**config.mk**
```make
export PLATFORM = sky130hd
export DESIGN_NAME = pc_issue_seq
export DESIGN_NICKNAME = d
export VERILOG_FILES = /design/src/rtl/pc_issue_seq.sv
export SDC_FILE = /design/constraint.sdc
export NUM_CORES = 1
export LEC_CHECK = 0
export CAP_MARGIN = 20
export CELL_PAD_IN_SITES_DETAIL_PLACEMENT = 1
export CELL_PAD_IN_SITES_GLOBAL_PLACEMENT = 1
export CORE_MARGIN = 2
export CORE_UTILIZATION = 32
export DETAILED_ROUTE_END_ITERATION = 10
export PLACE_DENSITY_LB_ADDON = 0.1
export SYNTH_ARGS = -nofsm -noshare
export SYNTH_HDL_FRONTEND = slang
export SYNTH_SLANG_ARGS = --single-unit
```
**constraint.sdc**
```tcl
create_clock -name clk -period 2.1 [get_ports clk]
set_input_delay 0.42 -clock clk [delete_from_list [all_inputs] [get_ports clk]]
set_output_delay 0.42 -clock clk [all_outputs]
set_load 0.05 [all_outputs]
```
**src/rtl/pc_issue_seq.sv**
```systemverilog
// pc_issue_seq
// Fetch-side issue sequencer for the processor_ring core. Produces the
// stage-0 valid (pc_en) and PC (pc0) consumed by the valid/pc/control
// pipeline, reacts to early (br) and commit-stage (br_c) redirects by
// reloading the fetch PC and inserting BUBBLES issue-free cycles, and
// supports start/halt with a DEPTH-cycle drain so software sees a clean
// "pipeline empty" completion pulse.
//
// Ports:
//   clk       in   clock, all state changes on posedge
//   r         in   synchronous active-high reset, overrides everything
//   en        in   pipeline advance, state frozen when low (except done)
//   start     in   leave IDLE and begin issuing at the fetch PC
//   halt      in   stop issuing and drain the pipeline
//   br        in   early branch taken (stage 3), target br_tgt
//   br_tgt    in   PC_W-bit target for br
//   br_c      in   commit-stage branch taken (stage 5), target br_c_tgt
//   br_c_tgt  in   PC_W-bit target for br_c
//   pc_en     out  stage-0 valid, registered
//   pc0       out  stage-0 PC, registered
//   busy      out  sequencer is not IDLE
//   done      out  one-cycle pulse when a drain completes
//   issue_cnt out  wrapping count of issued instructions
module pc_issue_seq #(
    parameter int              PC_W     = 8,
    parameter logic [PC_W-1:0] RESET_PC = '0,
    parameter int              DEPTH    = 6,
    parameter int              BUBBLES  = 1,
    parameter int              CNT_W    = 16
) (
    input  logic             clk,
    input  logic             r,
    input  logic             en,
    input  logic             start,
    input  logic             halt,
    input  logic             br,
    input  logic [PC_W-1:0]  br_tgt,
    input  logic             br_c,
    input  logic [PC_W-1:0]  br_c_tgt,
    output logic             pc_en,
    output logic [PC_W-1:0]  pc0,
    output logic             busy,
    output logic             done,
    output logic [CNT_W-1:0] issue_cnt
);

    // Counters only ever hold BUBBLES-1 and DEPTH-1, so size them for that.
    localparam int BW = (BUBBLES > 1) ? $clog2(BUBBLES) : 1;
    localparam int DW = (DEPTH > 1) ? $clog2(DEPTH) : 1;

    typedef enum logic [1:0] {
        IDLE,
        RUN,
        REDIRECT,
        DRAIN
    } state_t;

    state_t           state_q, state_d;
    logic [PC_W-1:0]  fetch_pc_q, fetch_pc_d;
    logic [PC_W-1:0]  pc0_q, pc0_d;
    logic             pc_en_q, pc_en_d;
    logic             done_q, done_d;
    logic [CNT_W-1:0] issue_cnt_q, issue_cnt_d;
    logic [BW-1:0]    bubble_cnt_q, bubble_cnt_d;
    logic [DW-1:0]    drain_cnt_q, drain_cnt_d;

    logic             redir;
    logic [PC_W-1:0]  redir_tgt;
    logic             issue;

    // The commit-stage branch belongs to an older instruction than the
    // early branch, so its target wins when both fire together.
    assign redir     = br | br_c;
    assign redir_tgt = br_c ? br_c_tgt : br_tgt;

    // Next-state logic. Nothing moves unless en is high, with the single
    // exception of done, which is a pulse and must drop on the following
    // edge even while the pipeline is stalled. halt beats a redirect for
    // the state change, but the redirect target is still captured so a
    // later start resumes at the correct PC. The last bubble edge both
    // returns to RUN and issues, so the first issued PC is the target.
    always_comb begin
        state_d      = state_q;
        fetch_pc_d   = fetch_pc_q;
        pc0_d        = pc0_q;
        pc_en_d      = pc_en_q;
        done_d       = 1'b0;
        issue_cnt_d  = issue_cnt_q;
        bubble_cnt_d = bubble_cnt_q;
        drain_cnt_d  = drain_cnt_q;
        issue        = 1'b0;

        if (en) begin
            pc_en_d = 1'b0;
            unique case (state_q)
                IDLE: begin
                    if (start) begin
                        state_d = RUN;
                    end
                end
                RUN, REDIRECT: begin
                    if (redir) begin
                        fetch_pc_d = redir_tgt;
                    end
                    if (halt) begin
                        state_d     = DRAIN;
                        drain_cnt_d = DW'(DEPTH - 1);
                    end else if (redir) begin
                        state_d      = REDIRECT;
                        bubble_cnt_d = BW'(BUBBLES - 1);
                    end else if (state_q == RUN) begin
                        issue = 1'b1;
                    end else if (bubble_cnt_q == '0) begin
                        state_d = RUN;
                        issue   = 1'b1;
                    end else begin
                        bubble_cnt_d = bubble_cnt_q - BW'(1);
                    end
                end
                DRAIN: begin
                    if (redir) begin
                        fetch_pc_d = redir_tgt;
                    end
                    if (drain_cnt_q == '0) begin
                        state_d = IDLE;
                        done_d  = 1'b1;
                    end else begin
                        drain_cnt_d = drain_cnt_q - DW'(1);
                    end
                end
                default: begin
                    state_d = IDLE;
                end
            endcase

            if (issue) begin
                pc_en_d     = 1'b1;
                pc0_d       = fetch_pc_q;
                fetch_pc_d  = fetch_pc_q + PC_W'(1);
                issue_cnt_d = issue_cnt_q + CNT_W'(1);
            end
        end
    end

    // State register with synchronous reset.
    always_ff @(posedge clk) begin
        if (r) begin
            state_q      <= IDLE;
            fetch_pc_q   <= RESET_PC;
            pc0_q        <= RESET_PC;
            pc_en_q      <= 1'b0;
            done_q       <= 1'b0;
            issue_cnt_q  <= '0;
            bubble_cnt_q <= '0;
            drain_cnt_q  <= '0;
        end else begin
            state_q      <= state_d;
            fetch_pc_q   <= fetch_pc_d;
            pc0_q        <= pc0_d;
            pc_en_q      <= pc_en_d;
            done_q       <= done_d;
            issue_cnt_q  <= issue_cnt_d;
            bubble_cnt_q <= bubble_cnt_d;
            drain_cnt_q  <= drain_cnt_d;
        end
    end

    assign pc_en     = pc_en_q;
    assign pc0       = pc0_q;
    assign busy      = (state_q != IDLE);
    assign done      = done_q;
    assign issue_cnt = issue_cnt_q;

endmodule

```
==> results of run 1 <==
layout make-up:
type,instances,area (um2),share of cell area
Timing Repair Buffer,72,688,0.239
Multi-Input combinational cell,186,1180,0.410
Sequential cell,39,783,0.272
Clock buffer,5,68.8,0.0239
Tap cell,75,93.8,0.0326
Inverter,11,41.3,0.0143
Clock inverter,3,25.0,0.00869
logic make-up after synthesis:
logic type,share of synthesized area
AOI/OAI and AO/OA,0.182
buffers and inverters,0.0429
and+or+nand+nor,0.247
xor gates and xnor gates,0.0348
muxes,0.0559
DFF,0.388
adders and majority gates,0.0497
metal layers:
layer | wire length, um | up-vias
met5 | 0 | -
met4 | 32 | 0
met3 | 166 | 4
met2 | 2790 | 33
met1 | 2440 | 971
li1 | - | 1025
power breakdown:
part | total, mW | internal, mW | switching [mW] | leakage (nW)
logic | 0.197 | 0.104 | 0.0926 | 0.708
clock network | 0.528 | 0.238 | 0.291 | 0.0443
registers | 0.764 | 0.750 | 0.0134 | 0.316
worst reg2reg max path: cells and delay by family, from the launching register on:
family / cells / cell delay (ns)
flip-flops: 1 / 0.36
adder cells (fa/ha/maj): 1 / 0.26
AND/OR/NAND/NOR: 3 / 1.16
buffers and inverters: 1 / 0.07
AO/OA/AOI/OAI: 1 / 0.12
placed cells by master (no fill, tap or decap), types with 9 or more instances in the layout:
cell type | netlist | routed
inv_1 | 11 | 9
buf_4 | 0 | 22
a21oi_1 | 26 | 26
nor2_1 | 19 | 19
o21ai_0 | 14 | 14
nand3_1 | 9 | 9
clkdlybuf4s50_1 | 0 | 47
dfxtp_1 | 39 | 37
mux2i_1 | 9 | 9
nand2_1 | 32 | 32
state kept, by name, indices dropped and copies added, names as in the netlist:
| register | count |
|---|---|
| done | 1 |
| drain_cnt_q | 3 |
| state_q | 2 |
| fetch_pc_q | 8 |
| issue_cnt | 16 |
| pc0 | 8 |
| pc_en | 1 |
how the worst max path moves through the flow:
stage                     from       endpoint  slack, ns  cells after the start
finish              state_q[1]  issue_cnt[11]       0.08                      6
global route        state_q[1]  issue_cnt[15]     -0.008                      6
CTS                 state_q[1]  issue_cnt[15]      0.007                      6
detailed placement          br  issue_cnt[11]      -0.24                      5
global placement            br  issue_cnt[11]      -0.22                      5
floorplan           state_q[0]  issue_cnt[11]      -0.03                      8
stage by stage:
step | total power [mW] | setup TNS [ns] | hold WS (ns) | utilization | area (um2)
2_1_floorplan | 0.875 | -0.0937 | 0.432 | - | 2040
3_3_place_gp | 0.977 | -2.15 | 0.444 | 0.462 | 2770
3_5_place_dp | 0.980 | -2.66 | 0.449 | 0.462 | 2770
4_1_cts | 1.52 | 0 | 0.461 | 0.478 | 2860
5_1_grt | 1.56 | -0.00820 | 0.483 | 0.481 | 2880
6_report | 1.49 | 0 | 0.458 | 0.481 | 2880
==> flow_summary.json, run 1 <==
{
  "min_path_type": "reg2reg",
  "grt_pass1_vias": 2061,
  "synthesis.nets": 278,
  "synth_seq_cells": 39,
  "cp-end-kind": "flip-flop",
  "grt_max_degree": 23,
  "synth_top_area_frac": 0.388,
  "crit_type": "reg2reg",
  "whs_endpoint": "drain_cnt_q[1]",
  "relSlewSlack": 0.667,
  "clk_path_buf_depth": 2,
  "synthTopCellsByArea": "dfxtp_1, a21oi_1, nand2_1",
  "portBuffers": 49,
  "io_pins": 50,
  "worstPathRequired_ns": 2.33,
  "cap_violations": 0,
  "nFillCells": 721,
  "cts_buffers": 5,
  "rsz0062_at_grt": "yes",
  "yosys.cell_types.count": 41,
  "ant_nets": 0,
  "die_area_mm2": 0.00695,
  "drt-initial-drc-count": 64,
  "slew_viol_final": 0,
  "gr-total-overflow": 0,
  "dp.cells": 383,
  "via_per_inst": 5.20,
  "clkSinkCount": 39,
  "worst_slack_ns": 0.0823,
  "setup_violations": 0,
  "dp_hpwl_um": 4220,
  "yosysSeqAreaShare": 0.388,
  "ctsResizeCount": 0,
  "crit_buf_inv": 1,
  "place_worst_setup_slack_ns": -0.243,
  "hold_viol": 0,
  "core_mm2": 0.00599,
  "root_buffer": "clkbuf_8",
  "htreeDepth": 2,
  "crit_arrival_ns": 2.25,
  "start_kind": "flip-flop",
  "vias": 2033,
  "final_layout_size_suffix_gt1_frac": 0.142,
  "tritoncts": "built",
  "clock_latency_ns": 0.30,
  "wl_um": 5430,
  "die_h_um": 83.3,
  "yosysMostFrequentCell": "dfxtp_1",
  "synth-edff-count": 0,
  "start_util": 0.336,
  "yosys.area.top_type": "dfxtp_1",
  "synth_commonest_cells": "dfxtp_1, nand2_1, a21oi_1",
  "antenna_found_initial": 0,
  "synth.avg_cell_area_um2": 8.16,
  "postSynthCellCount": 247,
  "synth_area_mm2": 0.00201,
  "r2r-end": "issue_cnt[11]",
  "ys_warn_count": 0,
  "ir_worst_vdd_uv": 226,
  "hp-start": "drain_cnt_q[1]",
  "met2_usage": 0.305,
  "period_needed_ns": 2.02,
  "status": "complete, no violations",
  "gr-max-usage-layer": "met2",
  "async_reset_ff_frac": 0,
  "postCtsHoldBufs": 0,
  "critPathTopFamily": "simple AND/OR/NAND/NOR gates",
  "worstPathCellList": "inv_2, ha_4, or4b_1, or2_4, or4_1, a21oi_1",
  "r2r_slack_ns": 0.08,
  "die_w_um": 83.3,
  "synth_ff_type": "dfxtp_1",
  "gr-usage-met3": 0.0318,
  "area_growth_pct": 43.0,
  "rows": 28,
  "fin_cells": 391,
  "leakage_nw": 1.07,
  "fin_nets": 346,
  "track_usage": 0.166,
  "drcViolationCount": 0,
  "fin_skew_ns": 0.00928,
  "slowest_delay_ns": 0.46,
  "grt_pass1_wl_um": 9560,
  "wl_per_cell_um": 13.9,
  "gp_congestion": 0.771,
  "p_per_area_mw_per_mm2": 517,
  "first_pass_iters": 4,
  "clk_pin_slew_ns": 0.08,
  "crit_slowest_cell": "or4b_1",
  "antenna_cells": 0,
  "finalCritPeriodShare": 0.961,
  "rr_startpoint": "state_q[1]",
  "cp_max_fo": 8,
  "holdPathStages": 2,
  "grt_util_met1": 0.197,
  "cts_setup_buffers": 0,
  "worstMarginPinSlew_ns": 0.499,
  "clock.fmax_ghz": 0.496,
  "reg2reg_depth": 6
}
Power figures use the tool's default switching activity.
==> run 2: changes to the inputs <==
- HOLD_SLACK_MARGIN: unset -> 0.05
==> results of run 2 <==
The final DEF is identical to that of run 1; final timing and power are the same.
